File: src/rtl/switch_reader_pkg.sv
`default_nettype none
// ============================================================================
// Module  : switch_reader_pkg
// Brief   : Shared IO register offsets and switch bank geometry.
// Revision: 1.0
// ============================================================================
package switch_reader_pkg;

    localparam int IO_BANK_WIDTH = 8;
    localparam int IO_NUM_BANKS  = 3;

    typedef enum logic [1:0] {
        IO_REG_SW_LOW   = 2'b00,
        IO_REG_STATUS   = 2'b01,
        IO_REG_SW_HIGH  = 2'b10,
        IO_REG_RESERVED = 2'b11
    } io_reg_e;

    localparam logic [1:0] IO_ADDR_SW_LOW  = 2'b00;
    localparam logic [1:0] IO_ADDR_STATUS  = 2'b01;
    localparam logic [1:0] IO_ADDR_SW_HIGH = 2'b10;

endpackage
`default_nettype wire

File: src/rtl/switch_debounce.sv
`default_nettype none
// ============================================================================
// Module  : switch_debounce
// Brief   : One 8-bit switch bank: 2-flop synchronizer plus counter debounce.
// Revision: 1.0
// ============================================================================
module switch_debounce
    import switch_reader_pkg::*;
#(
    parameter int DEBOUNCE_CYCLES = 20000
) (
    input  logic                     clk,
    input  logic                     rst_n,
    input  logic [IO_BANK_WIDTH-1:0] raw,
    output logic [IO_BANK_WIDTH-1:0] stable,
    output logic                     stable_change
);

    localparam int                CNT_W   = $clog2(DEBOUNCE_CYCLES);
    localparam logic [CNT_W-1:0]  CNT_MAX = CNT_W'(DEBOUNCE_CYCLES - 1);

    logic [IO_BANK_WIDTH-1:0] sync_meta;
    logic [IO_BANK_WIDTH-1:0] sync_out;
    logic [IO_BANK_WIDTH-1:0] candidate;
    logic [CNT_W-1:0]         count;

    always_ff @(posedge clk or negedge rst_n) begin
        if (!rst_n) begin
            sync_meta <= '0;
            sync_out  <= '0;
        end else begin
            sync_meta <= raw;
            sync_out  <= sync_meta;
        end
    end

    // Stable is loaded whenever the counter sits at its terminal value;
    // the counter saturates there instead of wrapping.
    always_ff @(posedge clk or negedge rst_n) begin
        if (!rst_n) begin
            candidate <= '0;
            count     <= '0;
            stable    <= '0;
        end else begin
            if (count == CNT_MAX) begin
                stable <= candidate;
            end
            if (sync_out != candidate) begin
                candidate <= sync_out;
                count     <= '0;
            end else if (count != CNT_MAX) begin
                count <= count + CNT_W'(1);
            end
        end
    end

    assign stable_change = (count == CNT_MAX) && (candidate != stable);

endmodule
`default_nettype wire

File: src/rtl/switch_reader.sv
`default_nettype none
// ============================================================================
// Module  : switch_reader
// Brief   : Debounced 24-bit DIP switch reader with sticky change flag.
// Revision: 1.0
// ============================================================================
module switch_reader
    import switch_reader_pkg::*;
#(
    parameter int DEBOUNCE_CYCLES = 20000
) (
    input  logic        iCpuClock,
    input  logic        iCpuResetN,
    input  logic        iDoIORead,
    input  logic        iDoSwitchRead,
    input  logic [1:0]  iSwitchAddress,
    input  logic [23:0] iFpgaSwitches,
    output logic [15:0] oSwitchReadData,
    output logic        oSwitchChanged
);

    logic [IO_BANK_WIDTH-1:0] bank_stable [IO_NUM_BANKS];
    logic [IO_NUM_BANKS-1:0]  bank_change;
    logic                     read_en;
    logic                     status_clear;
    logic                     changed_flag;

    generate
        for (genvar b = 0; b < IO_NUM_BANKS; b++) begin : g_bank
            switch_debounce #(
                .DEBOUNCE_CYCLES(DEBOUNCE_CYCLES)
            ) u_debounce (
                .clk          (iCpuClock),
                .rst_n        (iCpuResetN),
                .raw          (iFpgaSwitches[b*IO_BANK_WIDTH +: IO_BANK_WIDTH]),
                .stable       (bank_stable[b]),
                .stable_change(bank_change[b])
            );
        end
    endgenerate

    assign read_en      = iDoIORead && iDoSwitchRead;
    assign status_clear = read_en && (iSwitchAddress == IO_ADDR_STATUS);

    // A new stable value outranks a coincident status-read clear.
    always_ff @(posedge iCpuClock or negedge iCpuResetN) begin
        if (!iCpuResetN) begin
            changed_flag <= 1'b0;
        end else if (|bank_change) begin
            changed_flag <= 1'b1;
        end else if (status_clear) begin
            changed_flag <= 1'b0;
        end
    end

    always_comb begin
        oSwitchReadData = 16'h0000;
        if (read_en) begin
            case (io_reg_e'(iSwitchAddress))
                IO_REG_SW_LOW:  oSwitchReadData = {bank_stable[1], bank_stable[0]};
                IO_REG_SW_HIGH: oSwitchReadData = {8'h00, bank_stable[2]};
                IO_REG_STATUS:  oSwitchReadData = {15'b0, changed_flag};
                default:        oSwitchReadData = 16'h0000;
            endcase
        end
    end

    assign oSwitchChanged = changed_flag;

endmodule
`default_nettype wire

File: config.mk
export PLATFORM = sky130hd
export DESIGN_NAME = switch_reader
export DESIGN_NICKNAME = d
export VERILOG_FILES = /design/src/rtl/switch_reader_pkg.sv /design/src/rtl/switch_debounce.sv /design/src/rtl/switch_reader.sv
export SDC_FILE = /design/constraint.sdc
export NUM_CORES = 1
export LEC_CHECK = 0
export ABC_AREA = 1
export CORE_UTILIZATION = 50
export DETAILED_ROUTE_END_ITERATION = 10
export PLACE_DENSITY = 0.82
export SLEW_MARGIN = 20
export SYNTH_ARGS = -nofsm -noshare
export SYNTH_HDL_FRONTEND = slang
export SYNTH_SLANG_ARGS = --single-unit
File: constraint.sdc
create_clock -name iCpuClock -period 3.4 [get_ports iCpuClock]
set_input_delay 0.68 -clock iCpuClock [delete_from_list [all_inputs] [get_ports iCpuClock]]
set_output_delay 0.68 -clock iCpuClock [all_outputs]
set_load 0.005 [all_outputs]
Yosys cells after proc, flatten, opt, wreduce, memory -nomap -nowiden
Index checks and enable logic that the tools add are counted.

operators by class
  $add $sub $neg = 3
  eq/ne operators = 14
  reductions and logical operators = 11
  muxes and demuxes = 10

operators with widths
  cell                                                             number
  15-bit 2-to-1 mux                                                6
  8-bit inequality test                                            6
  16-bit one-hot mux with 3 select lines                           1
  15-bit by 1-bit adder with 15-bit output, second input constant  3
  15-bit == test, second input constant                            3
  15-bit inequality test, second input constant                    3
  16-bit 2-to-1 mux                                                1
  2-bit nonzero test                                               4
  1-bit logical AND                                                5
  3-bit OR reduction                                               1
  2-bit by 1-bit == test with 1-bit output, second input constant  1
  2-bit == test, second input constant                             1
  2-bit logical NOT                                                1
  1-bit 2-to-1 mux                                                 2

storage, ports and cells
  register bits = 142
  word-level logic and storage cells = 54
  output and inout bits = 17
  input port bits = 30

Depth between registers and ports, before layout
  word-level depth = 4
  mapped depth = 10
  depth with buffers taken out = 10

Cells and area by module
From an unflattened synthesis, not the netlist that was laid out.

unflattened totals
  cell total of the unflattened synthesis = 797
  area, all modules = 6855.3 µm²

by module, submodules not included
  module                                       instances  cells each  sequential area each (µm²)  area each (µm²)
  switch_debounce at g_bank[1].u_debounce ...  2          256         1176.1                      2220.9
  switch_debounce at g_bank[0].u_debounce      1          229         1176.1                      2130.8
  switch_reader                                1          56          25.0                        282.8

Worst setup path before layout
No wires, ideal clock.

  kind = input port to output port
  start point = input port iSwitchAddress[1]
  end point = output port oSwitchReadData[3]
  required time = 2.720 ns
  path buffers = 1
  arrival = 1.373 ns
  stages = 4
  setup slack = 1.347 ns
  cell sequence = nor2_1 -> clkbuf_1 -> nand2_1 -> a21oi_1

on the way
  cells in the longest elaborated chain, start to end = 3
  elaborated cells between the ends (all ways) = 5
  those cells by class = eq/ne: 2; mux: 2; reduce/logical: 1

RTL lines
  item                                                                    line                 RTL
  start, declared                                                         switch_reader.sv:16  input logic [1:0] iSwitchAddress,
  2-bit by 1-bit == test with 1-bit output, or another cell as far along  switch_reader.sv:59  case (io_reg_e'(iSwitchAddress))
  16-bit one-hot mux with 3 select lines (*)                              switch_reader.sv:59
  16-bit 2-to-1 mux (*)                                                   switch_reader.sv:58  if (read_en) begin
  end, declared                                                           switch_reader.sv:18  output logic [15:0] oSwitchReadData,

Every way passes the cells marked *; elsewhere a longest branch is shown, timed or not.

Final worst setup path
  start point = input port iSwitchAddress[0]
  end point = output port oSwitchReadData[6]

Same word-level chain as after synthesis.

==> results by stage <==
Worst setup path:
- The kind of start point of the critical path is an input port.
- The worst register-to-register path ends at g_bank[0].u_debounce.stable[3]$_DFFE_PN0N_.
- The critical path class is in -> out.
- For the worst setup path, the data arrival time is 2.45 ns.
- The startpoint of the worst-slack reg-to-reg timing path is g_bank[0].u_debounce.count[0]$_DFFE_PN0P_.
- The worst register-to-register path has a depth of 8.
- For the worst setup path, the data required time is 2.72 ns.
- The top fanout value on the critical path is 7.
- The register-to-register path setup slack is 1.36 ns.
- The kind of capture point of the worst setup path is a primary output.

STA:
- In the final timing run, aggregate negative setup slack is 0 ns.
- In this run the tightest slew margin relative to its limit is 48.8%.
- The final critical delay including setup and external delays is 3.13 ns.
- The number of hold violations in the final report is 0.
- For this run, the top clock speed supported by timing is 0.319 GHz.
- The final max-slew violation count is 0.
- Setup violations remaining at the end of the flow were counted as 0.
- For the final database, setup skew stands at 0.00489 ns.
- The share of the clock period used by the worst path is 92.1%.
- At the pin with the least slew margin, the transition time is 0.769 ns.
- Setup repair after global routing left no endpoint under its margin.

Clock tree:
- The post-cts sizing count is 0.
- The clock tree from TritonCTS is done.
- The total clock buffers created by CTS is 17.
- The post-CTS repair timing setup buffer count is 0.
- The latest clock arrival within the worst-skew pair is 0.41 ns.
- The number of hold buffers added after CTS was 0.
- The clock passes through at most 2 buffers.
- The number of clock sinks is 142.
- Clock tree synthesis selected as its root buffer the cell sky130_fd_sc_hd__clkbuf_16.
- The H-tree level count is 4.
- After clock tree synthesis, the clock-pin slew on the worst setup and hold paths is 0.05 ns.

GRT:
- The overall track demand over capacity in global routing is 20.8%.
- The first-pass GRT wire length is 20900 um.
- Summed over all layers, the global routing overflow is 0.
- The number of antenna violations at the first check in global routing is 0.
- The pin count of the biggest net entering global routing is 86.
- The number of global-route vias before repair is 4465.

Die:
- The initial standard-cell utilization of the core is 51.8%.
- The die covers 13100 um^2.
- In this run the count of I/O pins placed on the die edge is 47.
- The number of placement rows is 40.
- The core box area is 12200 um^2.
- From bottom edge to top edge, the die measures 114 um.
- Measured along the x axis, the die boundary spans 114 um.

Route:
- Dividing the detail-routed via count by the number of cells gives 4.94.
- Wires add up to 12200 um.
- The first TritonRoute pass finished after 5 iterations.
- The mean routed wirelength per cell is 12.7 um.
- The total DRC errors in the routed layout is 0.
- The remaining antenna violation count after routing is 0.
- The total via count after detailed routing is 4759.
- The DRC violation total after the first TritonRoute iteration is 402.

Synthesis:
- The cell area after synthesis is 6300 um^2.
- The number of warnings issued by yosys is 0.
- The post-synthesis cell type count is 27.
- For this run, the register share of the synthesized area comes to 56.4%.
- Synthesis handed over a netlist of 744 instances.
- Ranked by total cell area, the synthesized netlist is headed by sky130_fd_sc_hd__dfrtp_1 (56%), sky130_fd_sc_hd__nand2_1 (13%), sky130_fd_sc_hd__nor2_1 (5.4%).
- When the netlist entered floorplanning its net count stood at 777.
- The largest total area in the synthesized netlist belongs to sky130_fd_sc_hd__dfrtp_1.
- The mean area per synthesized cell is 8.47 um^2.
- The share of Yosys cell area claimed by the top area cell type is 56.4%.
- The synthesized design contains 142 register bits.

Cells and area:
- The most common library cell in the layout ignoring fill and taps is sky130_fd_sc_hd__nand2_1.
- The fill cell instance count of the final layout is 992.
- Leaving out fill and tap cells, the most frequent cells in the layout are sky130_fd_sc_hd__nand2_1 (216), sky130_fd_sc_hd__dfrtp_1 (142), sky130_fd_sc_hd__nor2_1 (90).
- Compared with the post-synthesis result, the final layout area differs by 19.9%.
- The final cell utilization of the core is 62.2%.
- The final net count is 815.
- The repair_antennas step left the layout with diodes totalling 0.
- Cells with a size suffix above 1 make up 6.29% of the layout.

Power:
- The leakage power of the design is 0.00337 uW.
- Across the VDD grid, the largest voltage drop is 0.347 mV.
- The power density relative to cell area is 525 nW/um^2.

Status:
- The run finished with clean final reports.

Place:
- Buffers placed on the I/O ports in this run total 46.
- Once detailed placement completed, the half-perimeter wirelength came to 8100 um.
- The congestion estimate from routability-driven global placement came to 0.902.

Job:
- The max-capacitance violation count is 0.

Hold path:
- The type of the tightest min-delay check is in -> async.
worst max-delay path, stage by stage:
cell and delay (ns):
sky130_fd_sc_hd__clkdlybuf4s50_1 0.52, sky130_fd_sc_hd__nor2_1 0.20, sky130_fd_sc_hd__buf_4 0.20, sky130_fd_sc_hd__nand2_1 0.07
sky130_fd_sc_hd__a21oi_1 0.24, sky130_fd_sc_hd__clkdlybuf4s50_1 0.55
final cells by class:
class	count	area, um^2	area share (%)
clock buffers	22	484	6.40
clock inverters	10	183	2.42
inverters	89	334	4.42
multi-input cells	481	2280	30.2
flip-flops and latches	142	3550	47.0
well taps	168	210	2.78
repair buffers	51	512	6.77
synthesized netlist by cell type:
master / instances
sky130_fd_sc_hd__nand3_1: 25
sky130_fd_sc_hd__xnor2_1: 34
sky130_fd_sc_hd__nor3_1: 31
sky130_fd_sc_hd__xor2_1: 8
sky130_fd_sc_hd__nand2_2: 3
sky130_fd_sc_hd__nor4_1: 1
sky130_fd_sc_hd__nor3_4: 1
sky130_fd_sc_hd__nor2_1: 90
sky130_fd_sc_hd__inv_1: 88
sky130_fd_sc_hd__clkbuf_1: 27
sky130_fd_sc_hd__o21ai_0: 19
sky130_fd_sc_hd__nor3b_1: 3
sky130_fd_sc_hd__nand4_1: 13
sky130_fd_sc_hd__o21ai_1: 4
sky130_fd_sc_hd__a31oi_1: 1
sky130_fd_sc_hd__buf_2: 4
sky130_fd_sc_hd__nand2_1: 216
sky130_fd_sc_hd__ha_1: 3
sky130_fd_sc_hd__inv_2: 1
sky130_fd_sc_hd__nand3b_1: 2
sky130_fd_sc_hd__nor2_2: 5
sky130_fd_sc_hd__a21oi_1: 19
sky130_fd_sc_hd__nand3_2: 1
sky130_fd_sc_hd__nor2_4: 1
sky130_fd_sc_hd__buf_6: 1
sky130_fd_sc_hd__dfrtp_1: 142
sky130_fd_sc_hd__nand4_4: 1
cell families (layout without fill, tap and decap cells):
kind of cell    Yosys count  after routing  synth area share [%]
simple gates            393            393                  26.4
flops                   142            142                  56.4
fa+ha+maj                 3              3                 0.595
xor+xnor                 42             42                  5.83
buf+inv                 121            172                  7.40
compound gates           43             43                  3.43
layer usage:
layer | vias to the layer above | share of wire [%] | GRT usage, %
met4 | 0 | 1.3 | 7.10
li1 | 2357 | - | -
met2 | 119 | 49 | 33.8
met1 | 2265 | 45 | 27.7
met5 | - | 0 | 0
met3 | 18 | 4.0 | 4.82
worst max path at each step:
stage / start / endpoint / slack [ns] / cells past startpoint
final: iSwitchAddress[0] / oSwitchReadData[6] / 0.27 / 6
after global routing: iSwitchAddress[0] / oSwitchReadData[0] / 0.12 / 8
after CTS: iSwitchAddress[0] / oSwitchReadData[6] / 0.30 / 6
after detailed placement: iSwitchAddress[0] / oSwitchReadData[0] / 0.36 / 8
after global placement: iSwitchAddress[0] / oSwitchReadData[0] / 0.39 / 8
after floorplan: iSwitchAddress[1] / oSwitchReadData[3] / 1.35 / 4
power by group:
group / internal [uW] / total, uW / switching [uW]
clock network: 1380 / 2060 / 678
logic: 67.3 / 143 / 75.7
registers: 1740 / 1770 / 33.5
flip-flops by register name, summed over array words and instances (netlist names):
name                         flops
oSwitchChanged                   1
g_bank.u_debounce.sync_out      24
g_bank.u_debounce.sync_meta     24
g_bank.u_debounce.candidate     24
g_bank.u_debounce.stable        24
g_bank.u_debounce.count         45
per-stage QoR:
step	setup slack [ns]	hold slack (ns)	cell area (um^2)	total power, uW	std cells
floorplan	1.35	0.331	6300	1860	744
global placement	0.385	0.331	6890	1940	931
detailed placement	0.355	0.336	6890	1940	931
CTS	0.296	0.348	7560	4000	963
global route	0.125	0.351	7560	4110	963
finish	0.269	0.307	7560	3970	963
Power figures use the tool's default switching activity.
